$ cat src/rtl/can_stuff_tx.sv
// CAN-style transmit serializer: SOF, MSB-first payload, optional CRC, bit stuffing, EOF.
// Define CAN_STUFF_TX_CRC_EN to compile in the CRC register and CRC phase.
module can_stuff_tx #(
   parameter int CONSEC   = 2,
   parameter int CRC_BITS = 8,
   parameter int CRC_POLY = 150,
   parameter int EOF_BITS = 7
) (
   input  logic                clk,
   input  logic                rst_n,
   input  logic                bit_en,
   input  logic [7:0]          in_data,
   input  logic                in_valid,
   input  logic                in_last,
   output logic                in_ready,
   output logic                tx,
   output logic                data_bit,
   output logic                busy,
   output logic                done,
   output logic                err,
   output logic [CRC_BITS-1:0] crc
);
   localparam int RUN_W   = $clog2(CONSEC + 1);
   localparam int CNT_MAX = (CRC_BITS > EOF_BITS) ? CRC_BITS : EOF_BITS;
   localparam int CNT_W   = $clog2(CNT_MAX + 1);
   localparam logic [RUN_W-1:0]    RUN_STUFF = RUN_W'(CONSEC);
   localparam logic [CNT_W-1:0]    EOF_LAST  = CNT_W'(EOF_BITS - 1);
   localparam logic [CRC_BITS-1:0] POLY      = CRC_BITS'(CRC_POLY);

   typedef enum logic [1:0] {S_IDLE, S_DATA, S_CRC, S_EOF} state_t;

   state_t           state, state_nx;
   logic [7:0]       buf_data, buf_data_nx, shift, shift_nx;
   logic             buf_last, buf_last_nx, buf_full, buf_full_nx;
   logic             shift_last, shift_last_nx;
   logic [3:0]       bit_cnt, bit_cnt_nx;
   logic [CNT_W-1:0] cnt, cnt_nx;
   logic [RUN_W-1:0] run, run_nx;
   logic             last_bit, last_bit_nx;
   logic             tx_nx, data_bit_nx, done_nx, err_nx;
   logic             stuff_due, stuff, emit, emit_val;

   function automatic logic [CRC_BITS-1:0] crc_step(input logic [CRC_BITS-1:0] c, input logic d);
      logic fb;
      fb = d ^ c[CRC_BITS-1];
      crc_step = {c[CRC_BITS-2:0], 1'b0} ^ (fb ? POLY : '0);
   endfunction

`ifdef CAN_STUFF_TX_CRC_EN
   localparam logic [CNT_W-1:0] CRC_LAST = CNT_W'(CRC_BITS - 1);
   logic [CRC_BITS-1:0] crc_q, crc_nx, crc_sh;
   logic                crc_upd;
   assign crc = crc_q;
`else
   assign crc = '0;
`endif

   assign in_ready  = ~buf_full;
   assign busy      = (state != S_IDLE);
   assign stuff_due = (run == RUN_STUFF);

   always_comb begin
      state_nx      = state;
      buf_data_nx   = buf_data;
      buf_last_nx   = buf_last;
      buf_full_nx   = buf_full;
      shift_nx      = shift;
      shift_last_nx = shift_last;
      bit_cnt_nx    = bit_cnt;
      cnt_nx        = cnt;
      run_nx        = run;
      last_bit_nx   = last_bit;
      tx_nx         = tx;
      data_bit_nx   = data_bit;
      done_nx       = 1'b0;
      err_nx        = 1'b0;
      stuff         = 1'b0;
      emit          = 1'b0;
      emit_val      = 1'b0;
`ifdef CAN_STUFF_TX_CRC_EN
      crc_nx        = crc_q;
      crc_sh        = crc_q << cnt;
      crc_upd       = 1'b0;
`endif
      if (in_valid && !buf_full) begin
         buf_data_nx = in_data;
         buf_last_nx = in_last;
         buf_full_nx = 1'b1;
      end
      if (bit_en) begin
         case (state)
            S_IDLE: begin
               tx_nx       = 1'b1;
               data_bit_nx = 1'b0;
               if (buf_full) begin
                  // SOF is a 0 shifted into a cleared CRC, so the remainder stays zero
                  tx_nx         = 1'b0;
                  data_bit_nx   = 1'b1;
                  run_nx        = RUN_W'(1);
                  last_bit_nx   = 1'b0;
                  shift_nx      = buf_data;
                  shift_last_nx = buf_last;
                  buf_full_nx   = 1'b0;
                  bit_cnt_nx    = '0;
`ifdef CAN_STUFF_TX_CRC_EN
                  crc_nx        = '0;
`endif
                  state_nx      = S_DATA;
               end
            end
            S_DATA: begin
               if (stuff_due) begin
                  stuff = 1'b1;
               end else if (bit_cnt == 4'd8) begin
                  if (buf_full) begin
                     emit          = 1'b1;
                     emit_val      = buf_data[7];
                     shift_nx      = {buf_data[6:0], 1'b0};
                     shift_last_nx = buf_last;
                     buf_full_nx   = 1'b0;
                     bit_cnt_nx    = 4'd1;
                  end else begin
                     tx_nx       = 1'b1;
                     data_bit_nx = 1'b0;
                     err_nx      = 1'b1;
                     run_nx      = '0;
                     last_bit_nx = 1'b1;
                     bit_cnt_nx  = '0;
                     state_nx    = S_IDLE;
                  end
               end else begin
                  emit       = 1'b1;
                  emit_val   = shift[7];
                  shift_nx   = {shift[6:0], 1'b0};
                  bit_cnt_nx = bit_cnt + 4'd1;
                  if (bit_cnt == 4'd7 && shift_last) begin
                     bit_cnt_nx = '0;
                     cnt_nx     = '0;
`ifdef CAN_STUFF_TX_CRC_EN
                     state_nx   = S_CRC;
`else
                     state_nx   = S_EOF;
`endif
                  end
               end
`ifdef CAN_STUFF_TX_CRC_EN
               crc_upd = emit;
`endif
            end
`ifdef CAN_STUFF_TX_CRC_EN
            S_CRC: begin
               if (stuff_due) begin
                  stuff = 1'b1;
               end else begin
                  emit     = 1'b1;
                  emit_val = crc_sh[CRC_BITS-1];
                  cnt_nx   = cnt + 1'b1;
                  if (cnt == CRC_LAST) begin
                     cnt_nx   = '0;
                     state_nx = S_EOF;
                  end
               end
            end
`endif
            S_EOF: begin
               // a stuff bit still owed from the last coded bit goes out before the EOF ones
               if (stuff_due) begin
                  stuff = 1'b1;
               end else begin
                  tx_nx       = 1'b1;
                  data_bit_nx = 1'b0;
                  run_nx      = '0;
                  cnt_nx      = cnt + 1'b1;
                  if (cnt == EOF_LAST) begin
                     cnt_nx   = '0;
                     done_nx  = 1'b1;
                     state_nx = S_IDLE;
                  end
               end
            end
            default: state_nx = S_IDLE;
         endcase
         if (stuff) begin
            tx_nx       = ~last_bit;
            data_bit_nx = 1'b0;
            run_nx      = RUN_W'(1);
            last_bit_nx = ~last_bit;
         end
         if (emit) begin
            tx_nx       = emit_val;
            data_bit_nx = 1'b1;
            run_nx      = (emit_val == last_bit) ? run + 1'b1 : RUN_W'(1);
            last_bit_nx = emit_val;
         end
`ifdef CAN_STUFF_TX_CRC_EN
         if (crc_upd) crc_nx = crc_step(crc_q, emit_val);
`endif
      end
   end

   always_ff @(posedge clk or negedge rst_n) begin
      if (!rst_n) begin
         state    <= S_IDLE;
         buf_full <= 1'b0;
         bit_cnt  <= '0;
         cnt      <= '0;
         run      <= '0;
         last_bit <= 1'b1;
         tx       <= 1'b1;
         data_bit <= 1'b0;
         done     <= 1'b0;
         err      <= 1'b0;
`ifdef CAN_STUFF_TX_CRC_EN
         crc_q    <= '0;
`endif
      end else begin
         state    <= state_nx;
         buf_full <= buf_full_nx;
         bit_cnt  <= bit_cnt_nx;
         cnt      <= cnt_nx;
         run      <= run_nx;
         last_bit <= last_bit_nx;
         tx       <= tx_nx;
         data_bit <= data_bit_nx;
         done     <= done_nx;
         err      <= err_nx;
`ifdef CAN_STUFF_TX_CRC_EN
         crc_q    <= crc_nx;
`endif
      end
   end

   always_ff @(posedge clk) begin
      buf_data   <= buf_data_nx;
      buf_last   <= buf_last_nx;
      shift      <= shift_nx;
      shift_last <= shift_last_nx;
   end
endmodule

$ cat config.mk
export PLATFORM = sky130hd
export DESIGN_NAME = can_stuff_tx
export DESIGN_NICKNAME = d
export VERILOG_FILES = /design/src/rtl/can_stuff_tx.sv
export SDC_FILE = /design/constraint.sdc
export NUM_CORES = 1
export LEC_CHECK = 0
export ABC_CLOCK_PERIOD_IN_PS = 3700
export CAP_MARGIN = 15
export CORE_MARGIN = 1
export CORE_UTILIZATION = 45
export CTS_BUF_LIST = sky130_fd_sc_hd__clkbuf_8
export DETAILED_ROUTE_END_ITERATION = 8
export GPL_TIMING_DRIVEN = 0
export PLACE_DENSITY_LB_ADDON = 0.08
export SETUP_SLACK_MARGIN = 0.02
export SYNTH_ARGS = -nofsm -noshare
export SYNTH_HDL_FRONTEND = slang
export SYNTH_SLANG_ARGS = --single-unit
$ cat constraint.sdc
create_clock -name clk -period 3.7 [get_ports clk]
set_input_delay 0.74 -clock clk [delete_from_list [all_inputs] [get_ports clk]]
set_output_delay 0.74 -clock clk [all_outputs]
set_load 0.02 [all_outputs]
==> results of run 1 <==
[worst max-delay path, cell delays in order (launching register included)]
cell and delay [ns]:
sky130_fd_sc_hd__dfrtp_1 0.47, sky130_fd_sc_hd__clkbuf_1 0.38, sky130_fd_sc_hd__or2_1 0.17, sky130_fd_sc_hd__clkdlybuf4s50_1 0.59
[layout make-up]
class                           instances  area [sq um]  share of cell area, %
Multi-Input combinational cell        123           785                   35.3
Timing Repair Buffer                   18           180                   8.10
Clock inverter                          3          15.0                  0.675
Buffer                                 15          90.1                   4.05
Sequential cell                        36           993                   44.7
Inverter                                8          30.0                   1.35
Tap cell                               50          62.6                   2.81
Clock buffer                            5          68.8                   3.09
[metrics by stage]
stage / util (%) / setup WS [ns] / instance area (sq um) / std cells / total power [uW]
3_3_place_gp: 53.5 / 0.913 / 2140 / 250 / 1290
2_1_floorplan: - / 1.86 / 1900 / 182 / 1130
3_5_place_dp: 53.5 / 0.881 / 2140 / 250 / 1310
4_1_cts: 55.6 / 1.06 / 2220 / 258 / 1580
5_1_grt: 55.6 / 0.980 / 2220 / 258 / 1690
6_report: 55.6 / 1.07 / 2220 / 258 / 1570
[where the power goes]
part	total, uW	switching (uW)	leakage, uW	internal (uW)
combinational	629	352	0.000498	276
clock	265	137	0.0000430	128
sequential	674	88.9	0.000391	585
[layer usage]
metal,vias to the layer above,track usage [%]
met5,-,0
met3,12,6.16
li1,683,-
met1,638,23.3
met4,0,7.98
met2,50,28.2
[flip-flops by register name, summed over array words and instances (netlist names), 2 cells and up]
| signal | count |
|---|---|
| state | 2 |
| cnt | 4 |
| bit_cnt | 4 |
| buf_data | 8 |
| shift | 8 |
| run | 2 |
[placed cells by master, fill, tap and decap left out, drive strengths merged, types with 2 or more instances in the layout]
| cell | count |
|---|---|
| nand2 | 19 |
| o21ai | 19 |
| edfxtp | 18 |
| clkdlybuf4s50 | 18 |
| dfrtp | 16 |
| buf | 11 |
| inv | 9 |
| clkbuf | 9 |
| mux2i | 8 |
| nor2 | 8 |
| conb | 8 |
| a21oi | 6 |
| ha | 5 |
| nor2b | 4 |
| nand3 | 4 |
| nand2b | 3 |
| o211ai | 3 |
| and3 | 3 |
| and3b | 3 |
| o31ai | 3 |
| nand3b | 2 |
| or3 | 2 |
| nor3 | 2 |
| a221oi | 2 |
| o41ai | 2 |
| a22o | 2 |
| dfstp | 2 |
| a2111oi | 2 |
[worst paths after layout]
path	startpoint	endpoint	slack, ns	cells past startpoint
min	buf_last	shift_last	0.43	0
max	state[0]	busy	1.07	3
max in group asynchronous	rst_n	bit_cnt[2]	2.27	1
max reg2reg	run[0]	data_bit	1.44	6
min reg2reg	buf_last	shift_last	0.43	0
min in group asynchronous	rst_n	state[0]	0.93	1
[logic make-up (layout without fill, tap and decap cells)]
group,after synthesis,in the layout
other,1,8
multiplexers,8,8
buffers and inverters,23,49
AND/OR/NAND/NOR,58,58
AO/OA/AOI/OAI,44,44
adder cells (fa/ha/maj),5,5
flip-flops,36,36
==> results.toml, run 1 <==
[detailed_routing]
met3WireLength_um = 220
drc = 0
wl_met2_mm = 1.60
dr.first_iter.drc_count = 108
route.top_layer_used = "met4"
drt_pass1_iterations = 4
drt-total-wl_mm = 3.52
routedLengthMet1_mm = 1.63
via_per_inst = 5.36
num_vias = 1383
detail_route.wl_per_cell_um = 13.7
detail-route-antenna-nets = 0

[place]
routabilityCongestion = 0.810
placement.io_buffers = 18
placed_wire_length_estimate_mm = 2.51

[clock_network]
cts_buffer_depth = 2
cts_buffers = 5
ctsHtreeMaxLevel = 2
cts_setup_buffers = 0
buffer_type_at_the_clock_tree_root = "sky130_fd_sc_hd__clkbuf_8"
path_clk_slew_ns = 0.07
clock_insertion_delay_worst_skew_ns = 0.29
number_of_gates_resized_after_cts = 0
holdBufCountCts = 0
cts_tree = "yes"
cts.sinks = 36

[floorplanning]
die_w_um = 66.5
design.die.area_sq_um = 4420
initial_core_util_pct = 46.8
floorplan.rows = 23
chipHeight_um = 66.5
boundaryPins = 27
core_sq_um = 4000

[finish]
n_antenna_cell = 0
syn2layout_area_growth_pct = 18.9
fillCellCount = 350
finalNetCount = 225
final_layout_size_suffix_gt1_share_pct = 12.0

[grt]
first_global_vias = 1288
maximum_number_of_pins_on_one_net_before_global_route_repair = 19
antenna_found_initial = 0
global_route.overflow_total = 0
grt_pass1_wl_mm = 5.89
grtUsageTotal_pct = 18.3

[setup_path]
critPathRequiredTime_ns = 2.96
crit_path_start_kind = "flip-flop"
timing.critical_path.to_type = "primary output"
cp.arrival_ns = 1.89
critPathMaxFanout = 10
path_class = "reg2out"

[timing]
final-setup-viol-count = 0
fin_crit_ns = 2.63
fmax_ghz = 0.380
finClkSkew_ns = 0.00180
timing.max_slew.rel_slack_pct = 44.9
setup_total_negative_slack_ns = 0
timing_max_transition_violations_final = 0
report.final.hold_viol_count = 0
finalCritPeriodShare_pct = 71.2
setup_repair_after_global_routing_missed_its_margin = "false"
hold_ws_ns = 0.425
tightest_slew_ns = 0.824

[synthesis]
synth_cell_types = 44
post-synth-top-area-fraction_pct = 28.9
synth_flop_cell = "sky130_fd_sc_hd__edfxtp_1"
synth-edff-count = 18
syn_inst = 175
yosys.area_share.xor_xnor_pct = 0
yosys_warnings = 0
synth-compound-area-share_pct = 15.6
netlist_area_sq_um = 1870
post_synthesis_simple_gate_area_fraction_pct = 17.0
synth.area.mux_share_pct = 4.28
seq_area_frac_synth_pct = 53.1
synth_area_per_cell_sq_um = 10.7
cell_with_the_most_instances_after_synthesis = "sky130_fd_sc_hd__nand2_1"
netlist.top_cell.by_area = "sky130_fd_sc_hd__edfxtp_1"
largest_cells_by_area_after_synthesis = "sky130_fd_sc_hd__edfxtp_1 29%, sky130_fd_sc_hd__dfrtp_1 21%, sky130_fd_sc_hd__mux2i_1 4.3%"
yosys.area_share.adder_pct = 3.34
async_set_or_reset_register_ratio_after_synthesis_pct = 50.0
synth_common_cells = "19 x sky130_fd_sc_hd__nand2_1, 18 x sky130_fd_sc_hd__edfxtp_1, 16 x sky130_fd_sc_hd__dfrtp_1, 16 x sky130_fd_sc_hd__o21ai_1"
synth.ff_latch_count = 36
synth_top_family_by_area = "simple AND/OR/NAND/NOR gates"

[outcome]
result_of_the_run = "complete, no violations"

[power_and_ir_drop]
ir_worst_vdd_uv = 318
power.density_nw_per_um2 = 704
total_leakage_power_uw = 0.000932

[flow_run]
maxCapViolCount = 0

[min_path]
hold_path_class = "reg2reg"
Power figures use the tool's default switching activity.
==> run 2, diff against run 1 <==
--- a/config.mk
+++ b/config.mk
@@ -5,7 +5,7 @@
 export SDC_FILE = /design/constraint.sdc
 export NUM_CORES = 1
 export LEC_CHECK = 0
-export ABC_CLOCK_PERIOD_IN_PS = 3700
+export ABC_CLOCK_PERIOD_IN_PS = 2600
 export CAP_MARGIN = 15
 export CORE_MARGIN = 1
 export CORE_UTILIZATION = 45
==> constraint.sdc (replaced) <==
create_clock -name clk -period 2.6 [get_ports clk]
set_input_delay 0.52 -clock clk [delete_from_list [all_inputs] [get_ports clk]]
set_output_delay 0.52 -clock clk [all_outputs]
set_load 0.02 [all_outputs]
==> results of run 2 <==
The final DEF is identical to that of run 1. Status: complete, no violations.
Among the figures that moved: setup slack after placement 0.881 ns -> 0.00108 ns; setup slack after layout 1.07 ns -> 0.187 ns; register-to-register setup slack 1.44 ns -> 0.34 ns; total power 1570 uW -> 2230 uW; worst IR drop on VDD 318 uV -> 453 uV
